**src/rtl/rf_wb_arbiter_if.sv**
```systemverilog
// Bus bundle between the two writeback requesters, the arbiter and the register-file ports.
// Handshake: a transfer happens in a cycle where valid && ready; a requester seeing valid && !ready
// must keep valid, reg and data unchanged until ready, and may drop valid the cycle after a transfer.
interface rf_wb_arbiter_if;
  logic        flush;
  logic        a_valid;
  logic [2:0]  a_reg;
  logic [15:0] a_data;
  logic        a_ready;
  logic        b_valid;
  logic [2:0]  b_reg;
  logic [15:0] b_data;
  logic        b_ready;
  logic        write;
  logic [2:0]  writeregsel;
  logic [15:0] writedata;
  logic [2:0]  read1regsel;
  logic [2:0]  read2regsel;
  logic [15:0] rf_read1data;
  logic [15:0] rf_read2data;
  logic [15:0] read1data;
  logic [15:0] read2data;
  logic        err;

  modport slave (
    input  flush, a_valid, a_reg, a_data, b_valid, b_reg, b_data,
    input  read1regsel, read2regsel, rf_read1data, rf_read2data,
    output a_ready, b_ready, write, writeregsel, writedata,
    output read1data, read2data, err
  );

  modport master (
    output flush, a_valid, a_reg, a_data, b_valid, b_reg, b_data,
    output read1regsel, read2regsel, rf_read1data, rf_read2data,
    input  a_ready, b_ready, write, writeregsel, writedata,
    input  read1data, read2data, err
  );
endinterface

```
**src/rtl/rf_wb_arbiter.sv**
```systemverilog
// Round-robin arbiter for the register-file write port (ALU port A, load port B), with a
// one-cycle registered write, read-side bypass of that write and a sticky protocol error flag.
module rf_wb_arbiter (
  input  logic              clk,
  input  logic              rst,
  rf_wb_arbiter_if.slave    bus
);

  typedef enum logic {GRANT_A = 1'b0, GRANT_B = 1'b1} grant_e;

  grant_e      last_grant_q, last_grant_d;
  logic        write_q, write_d;
  logic [2:0]  wsel_q, wsel_d;
  logic [15:0] wdata_q, wdata_d;
  logic        err_q, err_d;
  logic        a_wait_q, a_wait_d;
  logic        b_wait_q, b_wait_d;
  logic [2:0]  a_reg_q, b_reg_q;
  logic [15:0] a_data_q, b_data_q;
  logic        a_ready, b_ready;
  logic        a_viol, b_viol;

  // Same destination register forces A first so the older result cannot overwrite the newer one.
  always_comb begin
    a_ready = 1'b0;
    b_ready = 1'b0;
    if (rst && !bus.flush) begin
      if (bus.a_valid && bus.b_valid) begin
        if (bus.a_reg == bus.b_reg || last_grant_q == GRANT_B) a_ready = 1'b1;
        else                                                   b_ready = 1'b1;
      end else if (bus.a_valid) begin
        a_ready = 1'b1;
      end else if (bus.b_valid) begin
        b_ready = 1'b1;
      end
    end
  end

  always_comb begin
    last_grant_d = last_grant_q;
    write_d      = 1'b0;
    wsel_d       = wsel_q;
    wdata_d      = wdata_q;
    if (a_ready) begin
      last_grant_d = GRANT_A;
      write_d      = 1'b1;
      wsel_d       = bus.a_reg;
      wdata_d      = bus.a_data;
    end else if (b_ready) begin
      last_grant_d = GRANT_B;
      write_d      = 1'b1;
      wsel_d       = bus.b_reg;
      wdata_d      = bus.b_data;
    end
  end

  // A port left waiting last cycle must present the identical request now.
  always_comb begin
    a_viol   = a_wait_q && (!bus.a_valid || bus.a_reg != a_reg_q || bus.a_data != a_data_q);
    b_viol   = b_wait_q && (!bus.b_valid || bus.b_reg != b_reg_q || bus.b_data != b_data_q);
    err_d    = err_q || a_viol || b_viol;
    a_wait_d = bus.a_valid && !a_ready;
    b_wait_d = bus.b_valid && !b_ready;
  end

  always_ff @(posedge clk or negedge rst) begin
    if (!rst) begin
      last_grant_q <= GRANT_B;
      write_q      <= 1'b0;
      wsel_q       <= 3'd0;
      wdata_q      <= 16'd0;
      err_q        <= 1'b0;
      a_wait_q     <= 1'b0;
      b_wait_q     <= 1'b0;
      a_reg_q      <= 3'd0;
      b_reg_q      <= 3'd0;
      a_data_q     <= 16'd0;
      b_data_q     <= 16'd0;
    end else begin
      last_grant_q <= last_grant_d;
      write_q      <= write_d;
      wsel_q       <= wsel_d;
      wdata_q      <= wdata_d;
      err_q        <= err_d;
      a_wait_q     <= a_wait_d;
      b_wait_q     <= b_wait_d;
      a_reg_q      <= bus.a_reg;
      b_reg_q      <= bus.b_reg;
      a_data_q     <= bus.a_data;
      b_data_q     <= bus.b_data;
    end
  end

  assign bus.a_ready     = a_ready;
  assign bus.b_ready     = b_ready;
  assign bus.write       = write_q;
  assign bus.writeregsel = wsel_q;
  assign bus.writedata   = wdata_q;
  assign bus.err         = err_q;
  assign bus.read1data   = (write_q && wsel_q == bus.read1regsel) ? wdata_q : bus.rf_read1data;
  assign bus.read2data   = (write_q && wsel_q == bus.read2regsel) ? wdata_q : bus.rf_read2data;

endmodule

```
**src/flat_wrapper.sv**
```systemverilog
// flat-port wrapper written by rule: the top's interface ports become plain ports
module rf_wb_arbiter_flat 
  (clk, rst, bus_flush, bus_a_valid, bus_a_reg, bus_a_data, bus_b_valid, bus_b_reg, bus_b_data, bus_read1regsel, bus_read2regsel, bus_rf_read1data, bus_rf_read2data, bus_a_ready, bus_b_ready, bus_write, bus_writeregsel, bus_writedata, bus_read1data, bus_read2data, bus_err);
  rf_wb_arbiter_if bus_i ();
  input  logic clk;
  input  logic rst;
  input wire logic [$bits(bus_i.flush)-1:0] bus_flush;
  input wire logic [$bits(bus_i.a_valid)-1:0] bus_a_valid;
  input wire logic [$bits(bus_i.a_reg)-1:0] bus_a_reg;
  input wire logic [$bits(bus_i.a_data)-1:0] bus_a_data;
  input wire logic [$bits(bus_i.b_valid)-1:0] bus_b_valid;
  input wire logic [$bits(bus_i.b_reg)-1:0] bus_b_reg;
  input wire logic [$bits(bus_i.b_data)-1:0] bus_b_data;
  input wire logic [$bits(bus_i.read1regsel)-1:0] bus_read1regsel;
  input wire logic [$bits(bus_i.read2regsel)-1:0] bus_read2regsel;
  input wire logic [$bits(bus_i.rf_read1data)-1:0] bus_rf_read1data;
  input wire logic [$bits(bus_i.rf_read2data)-1:0] bus_rf_read2data;
  output wire logic [$bits(bus_i.a_ready)-1:0] bus_a_ready;
  output wire logic [$bits(bus_i.b_ready)-1:0] bus_b_ready;
  output wire logic [$bits(bus_i.write)-1:0] bus_write;
  output wire logic [$bits(bus_i.writeregsel)-1:0] bus_writeregsel;
  output wire logic [$bits(bus_i.writedata)-1:0] bus_writedata;
  output wire logic [$bits(bus_i.read1data)-1:0] bus_read1data;
  output wire logic [$bits(bus_i.read2data)-1:0] bus_read2data;
  output wire logic [$bits(bus_i.err)-1:0] bus_err;
  assign bus_i.flush = bus_flush;
  assign bus_i.a_valid = bus_a_valid;
  assign bus_i.a_reg = bus_a_reg;
  assign bus_i.a_data = bus_a_data;
  assign bus_i.b_valid = bus_b_valid;
  assign bus_i.b_reg = bus_b_reg;
  assign bus_i.b_data = bus_b_data;
  assign bus_i.read1regsel = bus_read1regsel;
  assign bus_i.read2regsel = bus_read2regsel;
  assign bus_i.rf_read1data = bus_rf_read1data;
  assign bus_i.rf_read2data = bus_rf_read2data;
  assign bus_a_ready = bus_i.a_ready;
  assign bus_b_ready = bus_i.b_ready;
  assign bus_write = bus_i.write;
  assign bus_writeregsel = bus_i.writeregsel;
  assign bus_writedata = bus_i.writedata;
  assign bus_read1data = bus_i.read1data;
  assign bus_read2data = bus_i.read2data;
  assign bus_err = bus_i.err;
  rf_wb_arbiter u_core (.clk(clk), .rst(rst), .bus(bus_i));
endmodule
```
**config.mk**
```make
export PLATFORM = sky130hd
export DESIGN_NAME = rf_wb_arbiter_flat
export DESIGN_NICKNAME = d
export VERILOG_FILES = /design/src/rtl/rf_wb_arbiter_if.sv /design/src/rtl/rf_wb_arbiter.sv /design/src/flat_wrapper.sv
export SDC_FILE = /design/constraint.sdc
export NUM_CORES = 1
export LEC_CHECK = 0
export BUFFER_PORTS_ARGS = -buffer_cell sky130_fd_sc_hd__buf_2
export CELL_PAD_IN_SITES_DETAIL_PLACEMENT = 1
export CELL_PAD_IN_SITES_GLOBAL_PLACEMENT = 2
export CORE_ASPECT_RATIO = 1.1
export CORE_MARGIN = 3
export CORE_UTILIZATION = 30
export DETAILED_ROUTE_END_ITERATION = 16
export GPL_ROUTABILITY_DRIVEN = 0
export PLACE_DENSITY = 0.85
export SYNTH_ARGS = -nofsm -noshare
export SYNTH_HDL_FRONTEND = slang
export SYNTH_SLANG_ARGS = --single-unit
```
**constraint.sdc**
```tcl
create_clock -name clk -period 2.2 [get_ports clk]
set_input_delay 0.22 -clock clk [delete_from_list [all_inputs] [get_ports clk]]
set_output_delay 0.22 -clock clk [all_outputs]
set_load 0.02 [all_outputs]
```
==> metrics.txt <==
Peak VDD IR 0.271 mV; Area Growth Syn to Fin 36.5%; total track usage 17.1%; WL final 9050 um; CP Capture Type output port; Root Buffer clkbuf_8; routed via count 2500; Sink Count 62; post-place setup slack 343 ps; placed insts 500; first-pass GRT wire length 14200 um; fin nets 480; number of port buffers 135; clock-pin slew on the worst setup and hold paths 80 ps; most frequent cells in the layout 135 x buf_2, 60 x dfrtp_1, 33 x nand2_1; hpwl dp 6850 um; Required @ worst endpoint 1980 ps; worst skew pair latency 330 ps; # DRC 0; P_leak 1.83 nW; total power draw 3.00 mW; synthesized area 2880 um2; ant diodes 0; WL per Instance 17.5 um; fin crit period 2130 ps; commonest non-fill, non-tap cell in the layout buf_2; Finished Cell Area 3930 um2; grt ovf 0; worst-path fanout max 7; final core occ 43.2%; deepest clock path buffer count 2; post-synthesis compound-gate area fraction 5.83%; CTS buffer count 9; Layout Cells excl Fill 518; antenna viol nets, final 0; setup tns final 0 ps; FMAX 0.469 GHz; clk_skew 9.11 ps; Slew HR 47.8%; worst-margin pin slew 784 ps; DRT Pass-1 Iters 4; vias per inst 4.83; I/O pin total 136; CP Class reg -> out; max cap viols 0; DP Area 3710 um2; fin. max-slew vios 0; initial antenna violation count 0; row cnt 36; CTS tree yes; final critical-path share of the clock period 96.8%; Distinct cells, synth 27; Worst EP arrival 1910 ps; Hold Vio Cnt, Final 0; sequential cell area fraction in the yosys report 54.0%; number of setup violations in the final report 0; effective utilization at floorplan 31.6%; critical path startpoint category flip-flop; Worst R2R Path Depth 5; XOR/XNOR share of the synthesized area 14.3%; status finished clean; Hold Worst Slack 23.8 ps; largest family of logic cells by synthesized area XOR/XNOR gates; DIE HEIGHT 109 um; Placeable Area 9100 um2; largest net degree at the start of global routing 63; Syn Nets 335; chip width 99.4 um; DIE AREA 10800 um2; syn avg cell area 11.3 um2; CTS H-tree lvls 3; mux contribution to synthesized area 12.5%; P per Cell Area 763 nW/um2; Yosys reg bits 62; post-route setup slack 69.6 ps; Simple-Gate Fraction of Synth Area 11.4%; Synth Area in Adders 0%; layout cells sized above 1 45.5%; vias in the first global route 2743; Worst Hold Class in -> reg; Post-Synthesis Cells 254; Hold Crit Depth 1; DRT iter0 DRCs 74; YS warnings 0
==> flip-flops by register name, summed over array words and instances, names as in the netlist <==
signal	count
u_core.a_data_q	16
u_core.a_reg_q	3
u_core.a_wait_q	1
u_core.b_data_q	16
u_core.b_reg_q	3
u_core.b_wait_q	1
u_core.bus.err	1
u_core.bus.write	1
u_core.bus.writedata	16
u_core.bus.writeregsel	3
u_core.last_grant_q	1
==> worst max-delay path: stages (launching register included) <==
cell,delay (ps)
dfrtp_1,440
xnor2_1,180
nand4_1,110
buf_4,170
clkbuf_4,200
mux2_1,320
buf_2,160
==> cell type report <==
| class | instances | area (um2) |
|---|---|---|
| clock buffers | 9 | 124 |
| multi-input cells | 180 | 1270 |
| repair buffers | 143 | 752 |
| flip-flops and latches | 62 | 1550 |
| clock inverters | 7 | 75.1 |
| inverters | 3 | 11.3 |
| fillers | 1058 | 5170 |
| well taps | 114 | 143 |
==> per-layer routing <==
metal,track usage [%],share of wire [%],wire [um]
met5,0,0,0
met4,5.76,1.4,128
met3,3.13,5.6,504
met2,30.4,53,4780
met1,20.9,40,3630
==> logic make-up after synthesis <==
| kind of cell | count (synthesis) |
|---|---|
| buffers and inverters | 12 |
| muxes | 32 |
| AOI/OAI and AO/OA | 26 |
| xor gates and xnor gates | 47 |
| and+or+nand+nor | 75 |
| DFF | 62 |
==> synthesized netlist by cell type <==
cell	count	share of area (%)
dfrtp_1	61	53
nand2_1	33	4.3
xnor2_1	27	8.2
nor2_1	23	3.0
mux2_2	22	8.6
xor2_1	20	6.1
a31oi_1	16	3.5
mux2_1	10	3.9
nand4_1	8	1.7
clkbuf_1	5	0.65
nor4_1	5	1.1
buf_2	3	0.52
o22ai_1	3	0.65
and2_1	2	0.43
inv_1	2	0.26
nand3_1	2	0.35
o31ai_1	2	0.52
a21o_1	1	0.26
a21oi_1	1	0.17
buf_6	1	0.39
dfstp_2	1	0.91
inv_2	1	0.13
nor2b_1	1	0.22
nor3b_1	1	0.26
o21a_1	1	0.26
o21ai_1	1	0.17
o311ai_1	1	0.30
==> power by group <==
part,switching (mW),leakage [nW],internal (mW)
Combinational,0.391,1.03,0.277
Sequential,0.0890,0.708,1.25
Clock,0.469,0.0914,0.524
==> path summary, 6_finish.rpt <==
kind	from	slack (ps)	end
worst max-delay path	u_core.bus.writeregsel[2]$_DFFE_PN0P_	70	bus_read1data[14]
worst min-delay path	bus_b_data[2]	20	u_core.b_data_q[2]$_DFF_PN0_
worst max register to register	u_core.b_data_q[11]$_DFF_PN0_	550	u_core.bus.err$_DFF_PN0_
worst min register to register	u_core.a_wait_q$_DFF_PN0_	500	u_core.bus.err$_DFF_PN0_
max in group asynchronous	rst	1520	u_core.bus.writeregsel[0]$_DFFE_PN0P_
min in group asynchronous	rst	120	u_core.b_data_q[0]$_DFF_PN0_
==> timing repair <==
item | CTS | global route
endpoints found under the hold margin | 0 | 0
buffers inserted | 0 | 1
setup endpoints to repair | 14 | 12
cloned | 0 | 1
gates resized for setup | 1 | 2
hold buffers | 0 | 0
pin swaps | 2 | 1
No activity file was read; power rests on OpenSTA's default activity.
